==> src/rtl/enc_gray_pkg.sv <==
// Shared types and the binary-to-Gray helper for the enc_gray_arb encode service.
package enc_gray_pkg;

    localparam int ENC_WIDTH_DEFAULT = 10;
    localparam int ENC_MAX_WIDTH     = 32;
    localparam int ENC_MAX_ID_W      = 4;

    typedef logic [ENC_MAX_ID_W-1:0] req_id_t;

    // Operates at the widest supported width; callers zero-extend and truncate.
    function automatic logic [ENC_MAX_WIDTH-1:0] bin2gray(input logic [ENC_MAX_WIDTH-1:0] bin);
        return bin ^ (bin >> 1);
    endfunction

endpackage

==> src/rtl/enc_gray_arb_if.sv <==
// Requester and result handshake bundle for enc_gray_arb.
interface enc_gray_arb_if #(
    parameter int NUM_REQ = 4,
    parameter int WIDTH   = 10
);
    localparam int ID_W = $clog2(NUM_REQ);

    logic [NUM_REQ-1:0]       req_valid;
    logic [NUM_REQ*WIDTH-1:0] req_bin;
    logic [NUM_REQ-1:0]       req_ready;
    logic                     out_valid;
    logic                     out_ready;
    logic [WIDTH-1:0]         out_gray;
    logic [ID_W-1:0]          out_id;

    modport master (
        output req_valid, req_bin, out_ready,
        input  req_ready, out_valid, out_gray, out_id
    );

    modport slave (
        input  req_valid, req_bin, out_ready,
        output req_ready, out_valid, out_gray, out_id
    );

endinterface

==> src/rtl/gray_rr_arbiter.sv <==
// Round-robin grant search starting at a rotating pointer, plus the pointer register.
module gray_rr_arbiter #(
    parameter  int NUM_REQ = 4,
    localparam int ID_W    = $clog2(NUM_REQ)
) (
    input  logic               clk,
    input  logic               rst,
    input  logic [NUM_REQ-1:0] req_valid_i,
    input  logic               slot_free_i,
    input  logic               advance_i,
    output logic [NUM_REQ-1:0] grant_o,
    output logic [ID_W-1:0]    grant_idx_o
);

    logic [ID_W-1:0] ptr_q, ptr_d;
    logic [ID_W-1:0] cand;
    logic            found;

    // Walk upward from the pointer with wrap-around; the first valid requester wins.
    always_comb begin
        found       = 1'b0;
        grant_idx_o = '0;
        cand        = '0;
        for (int k = 0; k < NUM_REQ; k++) begin
            if (int'(ptr_q) + k >= NUM_REQ) begin
                cand = ID_W'(int'(ptr_q) + k - NUM_REQ);
            end else begin
                cand = ID_W'(int'(ptr_q) + k);
            end
            if (!found && req_valid_i[cand]) begin
                found       = 1'b1;
                grant_idx_o = cand;
            end
        end
    end

    always_comb begin
        grant_o = '0;
        if (found && slot_free_i) begin
            grant_o = NUM_REQ'(1) << grant_idx_o;
        end
    end

    always_comb begin
        ptr_d = ptr_q;
        if (advance_i) begin
            ptr_d = (grant_idx_o == ID_W'(NUM_REQ - 1)) ? '0 : grant_idx_o + ID_W'(1);
        end
    end

    always_ff @(posedge clk) begin
        if (rst) begin
            ptr_q <= '0;
        end else begin
            ptr_q <= ptr_d;
        end
    end

endmodule

==> src/rtl/enc_gray_arb.sv <==
// Shared binary-to-Gray encoder: round-robin pick of one requester per cycle into a single result slot.
module enc_gray_arb
    import enc_gray_pkg::*;
#(
    parameter  int NUM_REQ = 4,
    parameter  int WIDTH   = ENC_WIDTH_DEFAULT,
    localparam int ID_W    = $clog2(NUM_REQ)
) (
    input  logic           clk,
    input  logic           rst,
    enc_gray_arb_if.slave  bus,
    output logic [15:0]    grant_cnt
);

    logic               slotFree;
    logic               transfer;
    logic [NUM_REQ-1:0] grant;
    logic [ID_W-1:0]    grantIdx;
    logic [WIDTH-1:0]   grantBin;

    logic               outValid_q, outValid_d;
    logic [WIDTH-1:0]   outGray_q, outGray_d;
    logic [ID_W-1:0]    outId_q, outId_d;
    logic [15:0]        grantCnt_q, grantCnt_d;

    // The slot accepts a new result when empty or when its current one drains this cycle.
    assign slotFree = !rst && (!outValid_q || bus.out_ready);
    assign transfer = |(grant & bus.req_valid);
    assign grantBin = bus.req_bin[int'(grantIdx)*WIDTH +: WIDTH];

    gray_rr_arbiter #(
        .NUM_REQ (NUM_REQ)
    ) u_arb (
        .clk         (clk),
        .rst         (rst),
        .req_valid_i (bus.req_valid),
        .slot_free_i (slotFree),
        .advance_i   (transfer),
        .grant_o     (grant),
        .grant_idx_o (grantIdx)
    );

    always_comb begin
        outValid_d = outValid_q;
        outGray_d  = outGray_q;
        outId_d    = outId_q;
        grantCnt_d = grantCnt_q;
        if (transfer) begin
            outValid_d = 1'b1;
            outGray_d  = WIDTH'(bin2gray(ENC_MAX_WIDTH'(grantBin)));
            outId_d    = grantIdx;
            grantCnt_d = grantCnt_q + 16'd1;
        end else if (bus.out_ready) begin
            outValid_d = 1'b0;
        end
    end

    always_ff @(posedge clk) begin
        if (rst) begin
            outValid_q <= 1'b0;
            outGray_q  <= '0;
            outId_q    <= '0;
            grantCnt_q <= '0;
        end else begin
            outValid_q <= outValid_d;
            outGray_q  <= outGray_d;
            outId_q    <= outId_d;
            grantCnt_q <= grantCnt_d;
        end
    end

    assign bus.req_ready = grant;
    assign bus.out_valid = outValid_q;
    assign bus.out_gray  = outGray_q;
    assign bus.out_id    = outId_q;
    assign grant_cnt     = grantCnt_q;

endmodule

==> src/flat_wrapper.sv <==
// flat-port wrapper written by rule: the top's interface ports become plain ports
module enc_gray_arb_flat import enc_gray_pkg::*;
#(
    parameter  int NUM_REQ = 4,
    parameter  int WIDTH   = ENC_WIDTH_DEFAULT,
    localparam int ID_W    = $clog2(NUM_REQ)
)
  (clk, rst, grant_cnt, bus_req_valid, bus_req_bin, bus_out_ready, bus_req_ready, bus_out_valid, bus_out_gray, bus_out_id);
  enc_gray_arb_if #(.NUM_REQ(NUM_REQ), .WIDTH(WIDTH)) bus_i ();
  input  logic clk;
  input  logic rst;
  output logic [15:0] grant_cnt;
  input wire logic [$bits(bus_i.req_valid)-1:0] bus_req_valid;
  input wire logic [$bits(bus_i.req_bin)-1:0] bus_req_bin;
  input wire logic [$bits(bus_i.out_ready)-1:0] bus_out_ready;
  output wire logic [$bits(bus_i.req_ready)-1:0] bus_req_ready;
  output wire logic [$bits(bus_i.out_valid)-1:0] bus_out_valid;
  output wire logic [$bits(bus_i.out_gray)-1:0] bus_out_gray;
  output wire logic [$bits(bus_i.out_id)-1:0] bus_out_id;
  assign bus_i.req_valid = bus_req_valid;
  assign bus_i.req_bin = bus_req_bin;
  assign bus_i.out_ready = bus_out_ready;
  assign bus_req_ready = bus_i.req_ready;
  assign bus_out_valid = bus_i.out_valid;
  assign bus_out_gray = bus_i.out_gray;
  assign bus_out_id = bus_i.out_id;
  enc_gray_arb #(.NUM_REQ(NUM_REQ), .WIDTH(WIDTH)) u_core (.clk(clk), .rst(rst), .bus(bus_i), .grant_cnt(grant_cnt));
endmodule
==> config.mk <==
export PLATFORM = sky130hd
export DESIGN_NAME = enc_gray_arb_flat
export DESIGN_NICKNAME = d
export VERILOG_FILES = /design/src/rtl/enc_gray_pkg.sv /design/src/rtl/enc_gray_arb_if.sv /design/src/rtl/gray_rr_arbiter.sv /design/src/rtl/enc_gray_arb.sv /design/src/flat_wrapper.sv
export SDC_FILE = /design/constraint.sdc
export NUM_CORES = 1
export LEC_CHECK = 0
export CAP_MARGIN = 10
export CORE_UTILIZATION = 45
export DETAILED_ROUTE_END_ITERATION = 8
export PLACE_DENSITY = 0.85
export SYNTH_ARGS = -nofsm -noshare
export SYNTH_HDL_FRONTEND = slang
export SYNTH_HIERARCHICAL = 1
export SYNTH_SLANG_ARGS = --single-unit
==> constraint.sdc <==
create_clock -name clk -period 5.7 [get_ports clk]
set_clock_uncertainty 0.05 [all_clocks]
set_input_delay 1.14 -clock clk [delete_from_list [all_inputs] [get_ports clk]]
set_output_delay 1.14 -clock clk [all_outputs]
set_load 0.02 [all_outputs]
==> impl_metrics.yaml <==
logic_synthesis:
  synth_top_area_cell: "dfxtp_1"
  yosys_warnings: 6
  synth_edf_count: 0
  syn_inst: 187
  synth_top_area_share_pct: 34.3
  syn_avg_cell_area_um2: 9.69
  synth_cell_types: 35
  synth_flop_cell: "dfxtp_1"
  synth_area_leaders: "dfxtp_1 (34%), mux4_2 (12%), xnor2_1 (9.7%)"
  synth_nets: 239
  synth-seq-cells: 31
  synthArstFlopShare_pct: 0
  synth-seq-area-share_pct: 34.3
  syn_area_um2: 1810
power_and_ir_drop:
  ir_worst_vdd_mv: 0.109
  leakagePower_nw: 0.938
  p_per_area_nw_per_um2: 256
  p_total_uw: 707
floorplan:
  die_w_um: 65.5
  core.rowCount: 22
  num_io_pins: 80
  coreArea_um2: 3770
  dieHeight_um: 65.5
  dieArea_um2: 4280
  start_util_pct: 48.0
setup_path:
  crit_buf_inv: 3
  critPathArrivalTime_ns: 3.32
  path_cells: "clkdlybuf4s50_1 > mux2i_1 > nor2_1 > nor3_2 > inv_1 > ha_1 > and2_1 > clkdlybuf4s50_1"
  critPathMaxFanout: 6
  crit_top_cell: "clkdlybuf4s50_1"
  crit_path_top_delay_cell: "clkdlybuf4s50_1"
  critPathTopFamily: "buffers and inverters"
  reg2reg_to: "u_core/grant_cnt[0]$_SDFFE_PP0P_"
  reg2reg_slack_ns: 2.66
  required_ns: 4.51
  cp-start-kind: "primary input"
  crit_type: "in2out"
  timing.rr.start: "u_core/u_arb/ptr_q[1]$_SDFFE_PP0P_"
  worstSetupEndpointType: "output port"
  critPathMaxStageDelay_ns: 0.53
  rr_worst_depth: 12
clocking:
  clockBufferDepth: 2
  cts_hold_buffers: 0
  cts_buffers: 5
  cts_sinks: 31
  cts.htree.levels: 2
  cts_resized: 0
  post_cts_buffers: 0
  cts_tree: "done"
  cts_root_buf: "clkbuf_8"
  clkTransAtPathRegs_ns: 0.06
  clkLatencyLatePin_ns: 0.28
min_path:
  worstHoldEndpoint: "u_core/bus.out_id[1]$_SDFFE_PP0P_"
  holdPathStages: 2
  hold_start: "u_core/bus.out_id[1]$_SDFFE_PP0P_"
  hold_class: "reg2reg"
route:
  dr.pass1.iters: 4
  totalWireLength_mm: 4.09
  drc_errors: 0
  avgViaCountPerCell: 5.27
  routedWlPerCell_um: 13.0
  vias: 1666
  final_antenna_net_count: 0
  drtIter0Drc: 85
timing:
  fin_crit_ns: 4.51
  slew_viol_final: 0
  timing.max_slew.rel_slack_pct: 67.1
  setup_violations: 0
  rsz0062_at_grt: "no"
  hold_viol: 0
  fmax_mhz: 222
  fin_crit_sh_pct: 79.0
  setup_tns_ns: 0
  worstMarginPinSlew_ns: 0.490
layout:
  final_common_cell: "clkdlybuf4s50_1"
  final_cell_mix: "clkdlybuf4s50_1 (79), dfxtp_1 (31), nor2_1 (27)"
  diodes: 0
  synthToLayoutAreaGrowth_pct: 52.2
  drive_gt1_share_pct: 11.9
  final_util_pct: 73.1
  nets: 319
placement:
  portBuffers: 79
  hpwl_mm: 3.11
  gp_congestion: 0.790
global_routing:
  track_usage_pct: 21.9
  grt_max_degree: 36
  grt_pass1_vias: 1700
  grt_pass1_wl_mm: 7.18
  grt_overflow: 0
  antenna_found_initial: 0
run:
  max_cap_viol_count: 0
outcome:
  outcome: "completed"
cells by family after synthesis:
group / count (synthesis) / synth area share [%]
flops: 31 / 34.3
xor+xnor: 20 / 9.67
mux: 14 / 15.0
compound gates: 39 / 16.6
fa+ha+maj: 5 / 3.45
simple gates: 62 / 16.9
buf+inv: 16 / 4.14
per-stage QoR:
stage / instance area, um^2 / cells / hold slack (ns) / setup slack [ns]
2_1_floorplan: 1810 / 187 / 0.461 / 2.26
3_3_place_gp: 2640 / 308 / 0.387 / 1.25
3_5_place_dp: 2640 / 308 / 0.401 / 1.21
4_1_cts: 2760 / 316 / 0.410 / 1.21
5_1_grt: 2760 / 316 / 0.456 / 1.06
6_report: 2760 / 316 / 0.414 / 1.19
metal layers:
metal	up-vias	share of wire, %	GRT usage, %
met4	0	1.4	8.15
met2	59	52	39.8
met1	771	39	22.8
li1	831	-	-
met3	5	7.6	7.81
met5	-	0	0
tightest hold or removal path, stage by stage (launching register included):
cell and delay [ns]:
dfxtp_1 0.31, nand2_1 0.06, a21oi_1 0.05
state kept, by name, indices dropped and copies added (netlist names):
| signal | flops |
|---|---|
| u_core/bus.out_valid | 1 |
| u_core/bus.out_id | 2 |
| u_core/bus.out_gray | 10 |
| u_core/u_arb/ptr_q | 2 |
| u_core/grant_cnt | 16 |
synth_stat cells (2+ instances only):
cell       number
a21oi_1        12
a211oi_2        2
nand2_1        12
mux2i_1         2
nor2_1         27
ha_1            5
mux4_2         10
dfxtp_1        31
clkbuf_1        3
buf_2           6
a2111oi_2       3
nand4_1         2
inv_1           5
and2_1          6
nand2b_1        3
nor2b_1         3
nand3_1         5
a22oi_1         2
a211oi_1       13
xnor2_1        20
report_power, final:
group / switching, mW / internal (mW)
sequential: 0.0138 / 0.235
clock: 0.0805 / 0.141
combinational: 0.110 / 0.126
how the worst max path moves through the flow:
| stage | endpoint | slack [ns] | startpoint | depth (start not counted) |
|---|---|---|---|---|
| 6_report | bus_req_ready[2] | 1.19 | bus_req_valid[2] | 8 |
| 5_1_grt | bus_req_ready[2] | 1.06 | bus_req_valid[2] | 8 |
| 4_1_cts | bus_req_ready[2] | 1.21 | bus_req_valid[0] | 8 |
| 3_5_place_dp | bus_req_ready[0] | 1.21 | bus_req_valid[0] | 8 |
| 3_3_place_gp | bus_req_ready[1] | 1.25 | bus_req_valid[0] | 8 |
| 2_1_floorplan | u_core/grant_cnt[15]$_SDFFE_PP0P_ | 2.26 | bus_req_valid[2] | 11 |
final cells by class:
type	instances	area, um^2
clock buffers	6	82.6
clock inverters	2	35.0
fillers	300	1010
inverters	6	22.5
multi-input cells	140	1120
flip-flops and latches	31	621
well taps	48	60.1
repair buffers	83	821
No activity file was read; power rests on OpenSTA's default activity.
